### src/rtl/cpu_pkg.sv
// Shared decode-stage definitions: immediate extension modes and
// the immediate-unit state encoding.
package cpu_pkg;

  // Extension mode encodings carried on in_mode
  localparam logic [1:0] EXT_SEXT_FULL = 2'd0;
  localparam logic [1:0] EXT_SEXT_HI   = 2'd1;
  localparam logic [1:0] EXT_SEXT_LO   = 2'd2;
  localparam logic [1:0] EXT_ZEXT      = 2'd3;

  // Immediate unit state: IMM_PFX means a prefix is waiting to be consumed
  typedef enum logic [0:0] {
    IMM_IDLE = 1'b0,
    IMM_PFX  = 1'b1
  } imm_state_e;

endpackage

### src/rtl/imm_ext_core.sv
// Combinational immediate extender: maps (imm, mode) to a DATA_W operand.
module imm_ext_core
  import cpu_pkg::*;
#(
  parameter int DATA_W = 16,
  parameter int IMM_W  = 8
) (
  input  logic [IMM_W-1:0]  imm,
  input  logic [1:0]        mode,
  output logic [DATA_W-1:0] result
);

  localparam int HALF_W = IMM_W / 2;

  // The upper-half field is {imm[IMM_W-1], imm[IMM_W-2:HALF_W]}, which is
  // simply the top HALF_W bits of the immediate.
  logic [HALF_W-1:0] hi_half;
  logic [HALF_W-1:0] lo_half;

  assign hi_half = imm[IMM_W-1:HALF_W];
  assign lo_half = imm[HALF_W-1:0];

  // Select the extension; signed casts replicate the field MSB upward
  always_comb begin
    result = '0;
    unique case (mode)
      EXT_SEXT_FULL: result = DATA_W'($signed(imm));
      EXT_SEXT_HI:   result = DATA_W'($signed(hi_half));
      EXT_SEXT_LO:   result = DATA_W'($signed(lo_half));
      EXT_ZEXT:      result = DATA_W'(imm);
      default:       result = '0;
    endcase
  end

endmodule

### src/rtl/imm_extend_unit.sv
// Pipelined immediate generator: one registered output stage with a
// valid/ready handshake and a prefix register for building wide constants.
//
// Handshake: a beat transfers on a cycle where valid && ready are both high
// at the rising edge. The producer holds its payload stable while valid is
// high and ready is low; in_ready = !out_valid || out_ready, so the output
// stage only accepts when it is empty or being drained in the same cycle.
module imm_extend_unit
  import cpu_pkg::*;
#(
  parameter int DATA_W = 16,
  parameter int IMM_W  = 8,
  parameter int PFX_W  = DATA_W - IMM_W
) (
  input  logic              clk,
  input  logic              rst_n,
  input  logic              flush,
  input  logic              in_valid,
  output logic              in_ready,
  input  logic [IMM_W-1:0]  in_imm,
  input  logic [1:0]        in_mode,
  input  logic              in_prefix,
  output logic              out_valid,
  input  logic              out_ready,
  output logic [DATA_W-1:0] out_data,
  output logic              out_pfx_used,
  output logic              pfx_overrun
);

  imm_state_e        state_q;
  imm_state_e        state_d;
  logic              accept;
  logic              pfx_load_en;
  logic              overrun_d;
  logic              emit;
  logic              emit_pfx;
  logic              pfx_allowed;
  logic [DATA_W-1:0] ext_result;
  logic [DATA_W-1:0] pfx_data;
  logic [DATA_W-1:0] out_d;

  assign in_ready = !out_valid || out_ready;
  assign accept   = in_valid && in_ready;

  imm_ext_core #(
    .DATA_W (DATA_W),
    .IMM_W  (IMM_W)
  ) u_core (
    .imm    (in_imm),
    .mode   (in_mode),
    .result (ext_result)
  );

  // Prefix register only exists when the operand is wider than the field;
  // otherwise prefix beats are swallowed and the state never leaves IDLE.
  generate
    if (PFX_W > 0) begin : g_pfx
      logic [PFX_W-1:0] pfx_q;
      logic [PFX_W-1:0] pfx_load;

      if (PFX_W > IMM_W) begin : g_zext
        assign pfx_load = {{(PFX_W-IMM_W){1'b0}}, in_imm};
      end else begin : g_trunc
        assign pfx_load = in_imm[PFX_W-1:0];
      end

      // Prefix register: cleared by reset/flush, loaded by accepted prefix beats
      always_ff @(posedge clk) begin
        if (!rst_n) begin
          pfx_q <= '0;
        end else if (flush) begin
          pfx_q <= '0;
        end else if (pfx_load_en) begin
          pfx_q <= pfx_load;
        end
      end

      assign pfx_data    = {pfx_q, in_imm};
      assign pfx_allowed = 1'b1;
    end else begin : g_no_pfx
      assign pfx_data    = in_imm;
      assign pfx_allowed = 1'b0;
    end
  endgenerate

  // Next-state and beat decode: what an accepted beat does in each state
  always_comb begin
    state_d     = state_q;
    pfx_load_en = 1'b0;
    overrun_d   = 1'b0;
    emit        = 1'b0;
    emit_pfx    = 1'b0;
    if (accept) begin
      if (in_prefix) begin
        if (pfx_allowed) begin
          pfx_load_en = 1'b1;
          overrun_d   = (state_q == IMM_PFX);
          state_d     = IMM_PFX;
        end
      end else begin
        emit = 1'b1;
        if (state_q == IMM_PFX) begin
          emit_pfx = 1'b1;
          state_d  = IMM_IDLE;
        end
      end
    end
  end

  // A prefixed beat ignores in_mode and concatenates below the prefix
  assign out_d = emit_pfx ? pfx_data : ext_result;

  // State register
  always_ff @(posedge clk) begin
    if (!rst_n) begin
      state_q <= IMM_IDLE;
    end else if (flush) begin
      state_q <= IMM_IDLE;
    end else begin
      state_q <= state_d;
    end
  end

  // Output stage: load on emit, drain on out_ready; flush keeps out_data
  always_ff @(posedge clk) begin
    if (!rst_n) begin
      out_valid    <= 1'b0;
      out_data     <= '0;
      out_pfx_used <= 1'b0;
      pfx_overrun  <= 1'b0;
    end else if (flush) begin
      out_valid   <= 1'b0;
      pfx_overrun <= 1'b0;
    end else begin
      pfx_overrun <= overrun_d;
      if (emit) begin
        out_valid    <= 1'b1;
        out_data     <= out_d;
        out_pfx_used <= emit_pfx;
      end else if (out_ready) begin
        out_valid <= 1'b0;
      end
    end
  end

endmodule

### config.mk
export PLATFORM = sky130hd
export DESIGN_NAME = imm_extend_unit
export DESIGN_NICKNAME = d
export VERILOG_FILES = /design/src/rtl/cpu_pkg.sv /design/src/rtl/imm_ext_core.sv /design/src/rtl/imm_extend_unit.sv
export SDC_FILE = /design/constraint.sdc
export NUM_CORES = 1
export LEC_CHECK = 0
export BUFFER_PORTS_ARGS = -buffer_cell sky130_fd_sc_hd__buf_4
export CAP_MARGIN = 0
export CORE_ASPECT_RATIO = 1.75
export CORE_MARGIN = 3
export CORE_UTILIZATION = 49
export CTS_BUF_LIST = sky130_fd_sc_hd__clkbuf_8 sky130_fd_sc_hd__clkbuf_16
export DETAILED_ROUTE_END_ITERATION = 16
export PLACE_DENSITY_LB_ADDON = 0.2
export SYNTH_ARGS = -nofsm -noshare
export SYNTH_HDL_FRONTEND = slang
export SYNTH_SLANG_ARGS = --single-unit
### constraint.sdc
create_clock -name clk -period 1.7 [get_ports clk]
set_input_delay 0.34 -clock clk [delete_from_list [all_inputs] [get_ports clk]]
set_output_delay 0.34 -clock clk [all_outputs]
set_load 0.1 [all_outputs]
**After elaboration in Yosys (flattened, before gate mapping)**

Index checks and enable logic that the tools add are counted.

- Output and inout bits: 20
- Flip-flop bits (word level): 28

- Equality and inequality tests: 3
- Reductions and logical operators: 8
- Bitwise gates (word level): 4
- Multiplexer cells: 11

Operators by type and width:

| operator | count |
|---|---|
| $pmux 16 s4 | 1 |
| $mux 16 | 1 |
| $mux 1 | 9 |
| $eq 2x2->1 const B | 2 |
| $not 1->1 | 4 |
| $reduce_or 4->1 | 1 |
| $eq 2x1->1 const B | 1 |
| $logic_not 2->1 | 1 |
| $reduce_and 2->1 | 1 |
| $reduce_bool 2->1 | 1 |
| $reduce_or 2->1 | 1 |
| $logic_and 1x1->1 | 1 |
| $logic_not 1->1 | 1 |
| $logic_or 1x1->1 | 1 |

**Longest topological paths before layout**

Gate-level depths: netlist of run 1.

- Depth after elaboration: 5
- Mapped depth: 6
- Mapped depth without buffers: 5

**Hierarchy**

From an unflattened synthesis of run 1, not the netlist that was laid out.

- Cell total of the unflattened synthesis: 171
- Area total of the unflattened synthesis: 1,566.5 um^2

Modules (own cells, without submodules):

| module | cells each | times used | sequential area each (um^2) | area each (um^2) |
|---|---|---|---|---|
| imm_extend_unit | 144 | 1 | 560.5 | 1,328.8 |
| imm_ext_core | 27 | 1 | 0.0 | 237.7 |

**Worst setup path after synthesis of run 1**

Ideal clock, no wire load.

- Path kind: reg2reg
- From: reg out_valid
- To: reg out_data[0]
- Slack: -0.646 ns
- Cell stages (with the launch flop): 6
- Period minus slack after synthesis: 2.346 ns
- Buffers on the path: 0
- Arrival: 2.214 ns
- Cells stage by stage: dfxtp_1 > nor2b_2 > inv_2 > a311oi_4 > mux2i_1 > a21oi_1

- Word-level cells in the longest chain between the ends: 5
- Elaborated cells on any way between the ends: 7

RTL lines:

| item | line | text |
|---|---|---|
| start: declaration | imm_extend_unit.sv:23 | `output logic out_valid,` |
| start signal: assignment | imm_extend_unit.sv:127 | `out_valid <= 1'b0;` |
| start signal: assignment | imm_extend_unit.sv:132 | `out_valid <= 1'b0;` |
| start signal: assignment | imm_extend_unit.sv:137 | `out_valid <= 1'b1;` |
| $logic_not 1->1 * | imm_extend_unit.sv:42 | `assign in_ready = !out_valid \|\| out_ready;` |
| $logic_or 1x1->1 * | imm_extend_unit.sv:42 |  |
| via in_ready | imm_extend_unit.sv:19 | `output logic in_ready,` |
| $logic_and 1x1->1 * | imm_extend_unit.sv:43 | `assign accept = in_valid && in_ready;` |
| $mux 1 | imm_extend_unit.sv:93 | `if (accept) begin` |
| $mux 16 or $reduce_and 2->1 (tied branches) | - |  |
| end signal: assignment | imm_extend_unit.sv:138 | `out_data <= out_d;` |
| end: declaration | imm_extend_unit.sv:25 | `output logic [DATA_W-1:0] out_data,` |

Mark *: on every way through the listed nets, which the timed path passes. The rest lies on a longest branch.
A chain may end at the register's enable or synchronous reset.

**Final worst setup path of run 1**

- From: reg out_valid
- To: reg out_data[4]

- Word-level cells in the longest chain between the ends: 5
- Elaborated cells on any way between the ends: 7

RTL lines:

| item | line |
|---|---|
| $logic_not 1->1 * | imm_extend_unit.sv:42 |
| $logic_or 1x1->1 * | imm_extend_unit.sv:42 |
| $logic_and 1x1->1 * | imm_extend_unit.sv:43 |
| $mux 1 | imm_extend_unit.sv:93 |
| $mux 16 or $reduce_and 2->1 (tied branches) | - |

Every way passes the cells marked *; elsewhere a longest branch is shown, timed or not.

==> results.txt, run 1 <==
- Before antenna repair, the detailed router went through 4 iterations.
- Time the final worst path needs with I/O delays and setup: 1.527 ns
- Summed over all layers, the global routing overflow is 0.
- Synth warn: 0
* Mean post-synth cell area: 9.225 um2
* Post-synth EDFFs: 0
- The mapped netlist covers 1162 um2.
* Final setup violation count: 0
- The number of nets handed over by synthesis was 142.
- OpenSTA, run right after detailed placement, puts the worst setup slack at 0.04188 ns.
- The number of cells on the worst reg-to-reg path is 4.
- The final count of hold timing violations was 0.
- Die Area: 3015 um2
- Commonest cells after routing, fill and taps aside: 40 x buf_4, 27 x dfxtp_1, 12 x mux2i_1
- Flop and latch count out of synthesis: 28
- For this run, design rule violations remaining after detail routing come to 0.
- Data on the critical path is required at its endpoint by 1.86 ns.
* Xor and xnor fraction of the mapped netlist area: 0.007535
- Die height: 70.43 um
- Final standard cell utilization of the core: 0.6997
* Area Growth Syn to Fin: 30.89%
* Peak supply drop: 740.0 uV
* Drt first-iter violations: 28
* Worst setup EP type: register
- In the final layout, the share of cells above drive strength 1 is 0.2945.
- Worst slew margin: 0.7121
* Total inserted antenna cells: 0
- In the routed layout, each cell is associated on average with a via count of 5.706.
- Min-Delay Path Class: input port to register
- CTS tree: done
- Worst setup startpoint: out_valid
- Once detail routing completed, the nets flagged for antenna violations numbered 0.
- Basic-gate share of the synthesized area counting and, or, nand and nor cells: 0.1841
- Cell at the root of the clock tree: clkbuf_8
- Least setup slack across all paths after layout: 0.1734 ns
- Detailed placement ended at an HPWL of 2.068 mm.
- The worst register-to-register path ends at out_data[4].
- By startpoint and endpoint, the worst setup path is classified as register to register.
* Global-route wire length before repair: 4.457 mm
* Floorplan row count: 22
* Power per cell area: 869.5 nW/um2
* Post-CTS setup buffers: 0
- After technology mapping, the gate count stands at 126.
- In this run, post-CTS repair resized a total of 0 instances.
- Sequential cell area fraction in the yosys report: 0.4822
* Vias after detailed routing: 1067
* Data arrival at the endpoint of the critical path: 1.68 ns
- Max-slew violation count: 0
- After clock tree synthesis, the flow added hold-fix buffers numbering 0.
- In this run the number of H-tree levels came out at 1.
- Number of clock sinks: 28
- Adding up every negative setup slack in the final design gives 0 ns.
* Total Power Consumption: 1323 uW
* Proportion of synthesized area in mux cells: 0.1033
- Max Buffers Root-to-Sink: 2
- Across the routed clock network, the largest skew measured is 0.006297 ns.
- The number of different library cells used by synthesis comes to 29.
- 36 I/O pins were placed.
- The complex-gate fraction of the synthesized area came to 0.1808.
- Buffers inserted during clock tree synthesis total 3.
- Max-Cap Viols: 0
* Starting density of the core: 0.5345
* Layout net count: 180
- Of all flip-flops after synthesis, the portion carrying an async set or reset was 0.
- The number of global-route vias before repair came to 1007.
- In this run the worst path has a maximum fanout of 4.
* Die width: 42.82 um
- Critical Path Source Type: register
- RR Startpoint: out_valid
- Transition at the pin with the smallest max-transition slack: 0.4319 ns
- Clock-pin slew was measured on the worst setup and hold paths at 0.09 ns.
- The number of antenna violations at the first check in global routing came to 0.
* Later-pin clock latency in the skew report: 0.26 ns
* Global router's overall resource usage: 0.1840
- For flop-to-flop paths, the worst setup slack is 0.17 ns.
- Entering global routing, the biggest net connects 20 pins.
- Fmax: 0.6551 GHz
* Leakage Power: 0.0006623 uW
- Of the total synthesized cell area, the portion taken by full adders, half adders and majority gates is 0.
- The region available for standard cell placement spans 2175 um2.
- Number of buffers inserted by port buffering: 35
- After detailed routing, the total wire length is 2.634 mm.
* Result of the run: complete, no violations
- Leading cell type in the layout, fill and taps excluded: buf_4
- Combinational family with the most area after synthesis: simple AND/OR/NAND/NOR gates
* Synth Flop Type: dfxtp_1
- At the end of routability-driven placement, the weighted congestion stood at 0.8975.
* Period utilization: 0.8980
- In this run the worst setup path terminates at out_data[4].
- Dividing the detail-routed wire length by the instance count gives 14.09 um.
- Unrepaired setup endpoints after global routing: false
## kinds of logic after synthesis
group                  after synthesis
AND/OR/NAND/NOR                     44
AO/OA/AOI/OAI                       29
flip-flops                          28
multiplexers                        12
buffers and inverters               12
XOR/XNOR                             1
## layer usage
metal,global-route usage,vias up,part of all wire
li1,-,525,-
met1,0.2029,510,0.41
met2,0.3512,30,0.54
met3,0.02320,2,0.049
met4,0.04498,0,0.0076
met5,0,-,0
## report_power, final
group / total, uW / internal, uW / switching (uW)
Clock: 346 / 161 / 185
Combinational: 289 / 88.4 / 201
Sequential: 687 / 676 / 11.6
## per-stage QoR
stage | instance area, um2 | hold slack [ns] | instances
after detailed placement | 1476 | 0.4575 | 183
after CTS | 1521 | 0.3174 | 187
final | 1521 | 0.3193 | 187
after global placement | 1476 | 0.4510 | 183
after global routing | 1521 | 0.3194 | 187
after floorplan | 1176 | 0.4539 | 126
## flip-flops by register name, summed over array words and instances, names as in the netlist
signal        cells
g_pfx.pfx_q       8
pfx_overrun       1
state_q           1
out_pfx_used      1
out_valid         1
out_data         16
## cells in the mapped netlist, types with 2 or more instances
cell type / number / area share
inv_1: 2 / 0.0065
inv_2: 2 / 0.0065
o21ai_1: 2 / 0.0086
a21oi_1: 7 / 0.030
o221a_1: 3 / 0.029
nor2b_1: 3 / 0.016
o21ai_0: 3 / 0.013
nor3_1: 2 / 0.0086
nand3_1: 10 / 0.043
buf_2: 3 / 0.013
nor2_1: 10 / 0.032
mux2i_1: 12 / 0.10
clkbuf_1: 4 / 0.013
a31oi_1: 9 / 0.048
nand2b_1: 3 / 0.016
dfxtp_1: 28 / 0.48
nand2_1: 11 / 0.036
## area by class of cell
class                   instances  area (um2)
inverters                       5       23.77
clock inverters                 1       3.754
fillers                       187       653.1
repair buffers                 40       300.3
multi-input cells              86       558.0
clock buffers                   3       41.29
flip-flops and latches         28       564.3
well taps                      24       30.03
## worst min-delay path by stage
stage | start | end | depth (start not counted) | slack (ns)
after floorplan | g_pfx.pfx_q[7] | g_pfx.pfx_q[7] | 2 | 0.45
after global placement | state_q | pfx_overrun | 2 | 0.45
after detailed placement | state_q | pfx_overrun | 2 | 0.46
after CTS | in_imm[0] | g_pfx.pfx_q[0] | 3 | 0.32
after global routing | in_imm[0] | g_pfx.pfx_q[0] | 3 | 0.32
final | in_imm[0] | g_pfx.pfx_q[0] | 3 | 0.32
## critical path: stages (launching register included)
cell,delay [ns]
dfxtp_4,0.35
nor2b_4,0.14
o311a_1,0.36
a211o_1,0.35
o221a_1,0.23
Power figures use the tool's default switching activity.
==> run 2, diff against run 1 <==
--- a/config.mk
+++ b/config.mk
@@ -7,7 +7,7 @@
 export LEC_CHECK = 0
 export BUFFER_PORTS_ARGS = -buffer_cell sky130_fd_sc_hd__buf_4
 export CAP_MARGIN = 0
-export CORE_ASPECT_RATIO = 1.75
+export CORE_ASPECT_RATIO = 1.25
 export CORE_MARGIN = 3
 export CORE_UTILIZATION = 49
 export CTS_BUF_LIST = sky130_fd_sc_hd__clkbuf_8 sky130_fd_sc_hd__clkbuf_16
==> run 2 against run 1 <==
Effect of this change: die area down 0.63%; maximum frequency about the same; first-iteration DRC count down 43%; critical path type unchanged; critical endpoint unchanged; non-clock buffer count down 1; sequential share of layout area down 0.54 points; final area up 1.5%; clock-buffer cell count up 1.
==> results.txt, run 2 (synthesized netlist as in run 1, its figures left out) <==
* Result of the run: complete, no violations
* Starting density of the core: 0.5202
* Worst slew margin: 0.7083
- Summed over all nets, the half-perimeter wirelength after detailed placement is 1.956 mm.
- Post-Route Setup TNS: 0 ns
- H-Tree Depth: 1
- The layout has 205 filler cells.
- After clock tree synthesis, the clock-pin slew on the worst setup and hold paths is 0.10 ns.
- Max-Cap Viols: 0
- Delay of the slowest critical-path stage: 0.37 ns
- Peak supply drop: 612.3 uV
* Final cell count without fillers: 193
- Total gr overflow: 0
* Maximum number of pins on one net before global-route repair: 21
* Number of antenna violations at the first check in global routing: 0
* Fraction of layout instances using a drive strength above 1: 0.2963
- The first global-routing pass estimated 4.188 mm of wire.
* CP Max Fanout: 4
- Floorplan row count: 19
- Across the routed clock network, the largest skew measured is 0.001689 ns.
- The die covers 2996 um2.
* Period utilization: 0.8980
- The min-delay analysis places its worst path in the category input port to register.
* Final hold vios: 0
* Commonest cells after routing, fill and taps aside: 39 x buf_4, 27 x dfxtp_1, 12 x mux2i_1
- Buffers added to address setup during post-CTS repair amount to 0.
- STA classifies the critical path startpoint as a register.
- Max-slew violation count: 0
* Floorplan Core Area: 2235 um2
* Library cell contributing the largest single delay on the critical path: o311a_1
- 0 antenna diodes ended up in the layout.
- The setup path with the least slack is of type register to register.
* Transition at the pin with the smallest max-transition slack: 0.4375 ns
- Multi-input gate area: 558.0 um2
- Detailed routing inserted a total of 1010 vias.
- From bottom edge to top edge, the die measures 60.46 um.
* Vias per Instance: 5.233
- No sink is reached through more buffers than the 2 on the longest clock path.
- Register containing the most flip-flops in the final layout: out_data
* Fmax: 0.6550 GHz
- STA puts the critical path data required time at 1.87 ns.
* Leakage Power: 0.0006640 uW
* Residual DRC count: 0
* Data arrival at the endpoint of the critical path: 1.70 ns
* Post-CTS Hold Fix Bufs: 0
* Number of CTS-inserted buffers: 3
* Area Growth Syn to Fin: 32.83%
- Final setup violation count: 0
- STA classifies the critical path endpoint as a register.
- The worst path in the final design needs a cycle of 1.527 ns, including I/O delays and setup.
- The register with the most flip-flops in the layout has 16 of them.
- Ordered list of cells on the worst path: nor2b_4 > o311a_1 > a211o_1 > o221a_1
* Drt first-iter violations: 16
* Count of pins on the block boundary: 36
* Number of optimization iterations in the first detailed-route pass: 4
- Global placer's final weighted congestion: 0.7686
- Total Routed Length: 2.537 mm
- In this run the remaining antenna-violating nets after routing total 0.
* Unrepaired setup endpoints after global routing: false
- At the end of the flow, the number of nets in the layout was 179.
* Leading cell type in the layout, fill and taps excluded: buf_4
* CTS tree: done
- The later pin in the worst-skew pair is clocked with a latency of 0.27 ns.
- Sequential standard cell area: 564.3 um2
- The number of global-route vias before repair was 892.
- The tree is rooted in a clkbuf_8.
- Measured along the x axis, the die boundary spans 49.57 um.
* Placed Cells incl. Taps: 189
- In the final layout, the registers with the most flip-flops are out_data: 16 flops, g_pfx.pfx_q: 8 flops.
- Global router's overall resource usage: 0.1814
- Number of clock sinks: 28
* Power per cell area: 931.7 nW/um2
* Number of buffers inserted by port buffering: 35
- Dividing the detail-routed wire length by the instance count gives 13.15 um.
- Quantity of gates resized following cts: 0
[run 2: cell count changes in the layout (fill, tap and decap cells not counted)]
cell,previous run,this run
buf_4,40,39
clkbuf_16,0,1
inv_1,3,2
[run 2: critical path, delay by kind of cell (launching register included)]
| kind | cells | cell delay [ns] |
|---|---|---|
| compound gates | 3 | 0.94 |
| flops | 1 | 0.35 |
| simple gates | 1 | 0.14 |
[run 2: worst paths after layout]
| path | endpoint | depth (start not counted) | start | slack (ns) |
|---|---|---|---|---|
| setup / recovery | out_data[4] | 4 | out_valid | 0.17 |
| hold / removal | g_pfx.pfx_q[0] | 3 | in_imm[0] | 0.30 |
| setup reg to reg | out_data[4] | 4 | out_valid | 0.17 |
| hold reg to reg | pfx_overrun | 2 | state_q | 0.47 |
[run 2: cell type report]
cell class | count | area share
Timing Repair Buffer | 39 | 0.1896
Sequential cell | 28 | 0.3655
Inverter | 5 | 0.01540
Multi-Input combinational cell | 86 | 0.3614
Clock buffer | 4 | 0.04295
Tap cell | 31 | 0.02512
[run 2: metrics by stage]
| step | hold slack [ns] | cell area [um2] | total power (uW) | utilization | setup slack, ns |
|---|---|---|---|---|---|
| after global routing | 0.3031 | 1544 | 1497 | 0.6909 | 0.1006 |
| after global placement | 0.4517 | 1478 | 984.8 | 0.6613 | 0.07745 |
| after CTS | 0.3043 | 1544 | 1449 | 0.6909 | 0.1783 |
| after detailed placement | 0.4534 | 1478 | 988.8 | 0.6613 | 0.04611 |
| final | 0.2996 | 1544 | 1438 | 0.6909 | 0.1734 |
| after floorplan | 0.4539 | 1176 | 906.2 | - | 0.01609 |
[run 2: power by group]
| part | internal, uW | leakage, uW | switching (uW) | total (uW) |
|---|---|---|---|---|
| clock | 256 | 0.0000339 | 210 | 466 |
| sequential | 676 | 0.000228 | 10.9 | 687 |
| combinational | 87.4 | 0.000402 | 199 | 286 |
[run 2: routing by layer]
| metal | track usage | vias up | wire length, um |
|---|---|---|---|
| met5 | 0 | - | 0 |
| met4 | 0.07115 | 0 | 27 |
| met3 | 0.03440 | 4 | 133 |
| met2 | 0.3006 | 28 | 1243 |
| met1 | 0.2356 | 459 | 1133 |
| li1 | - | 519 | - |
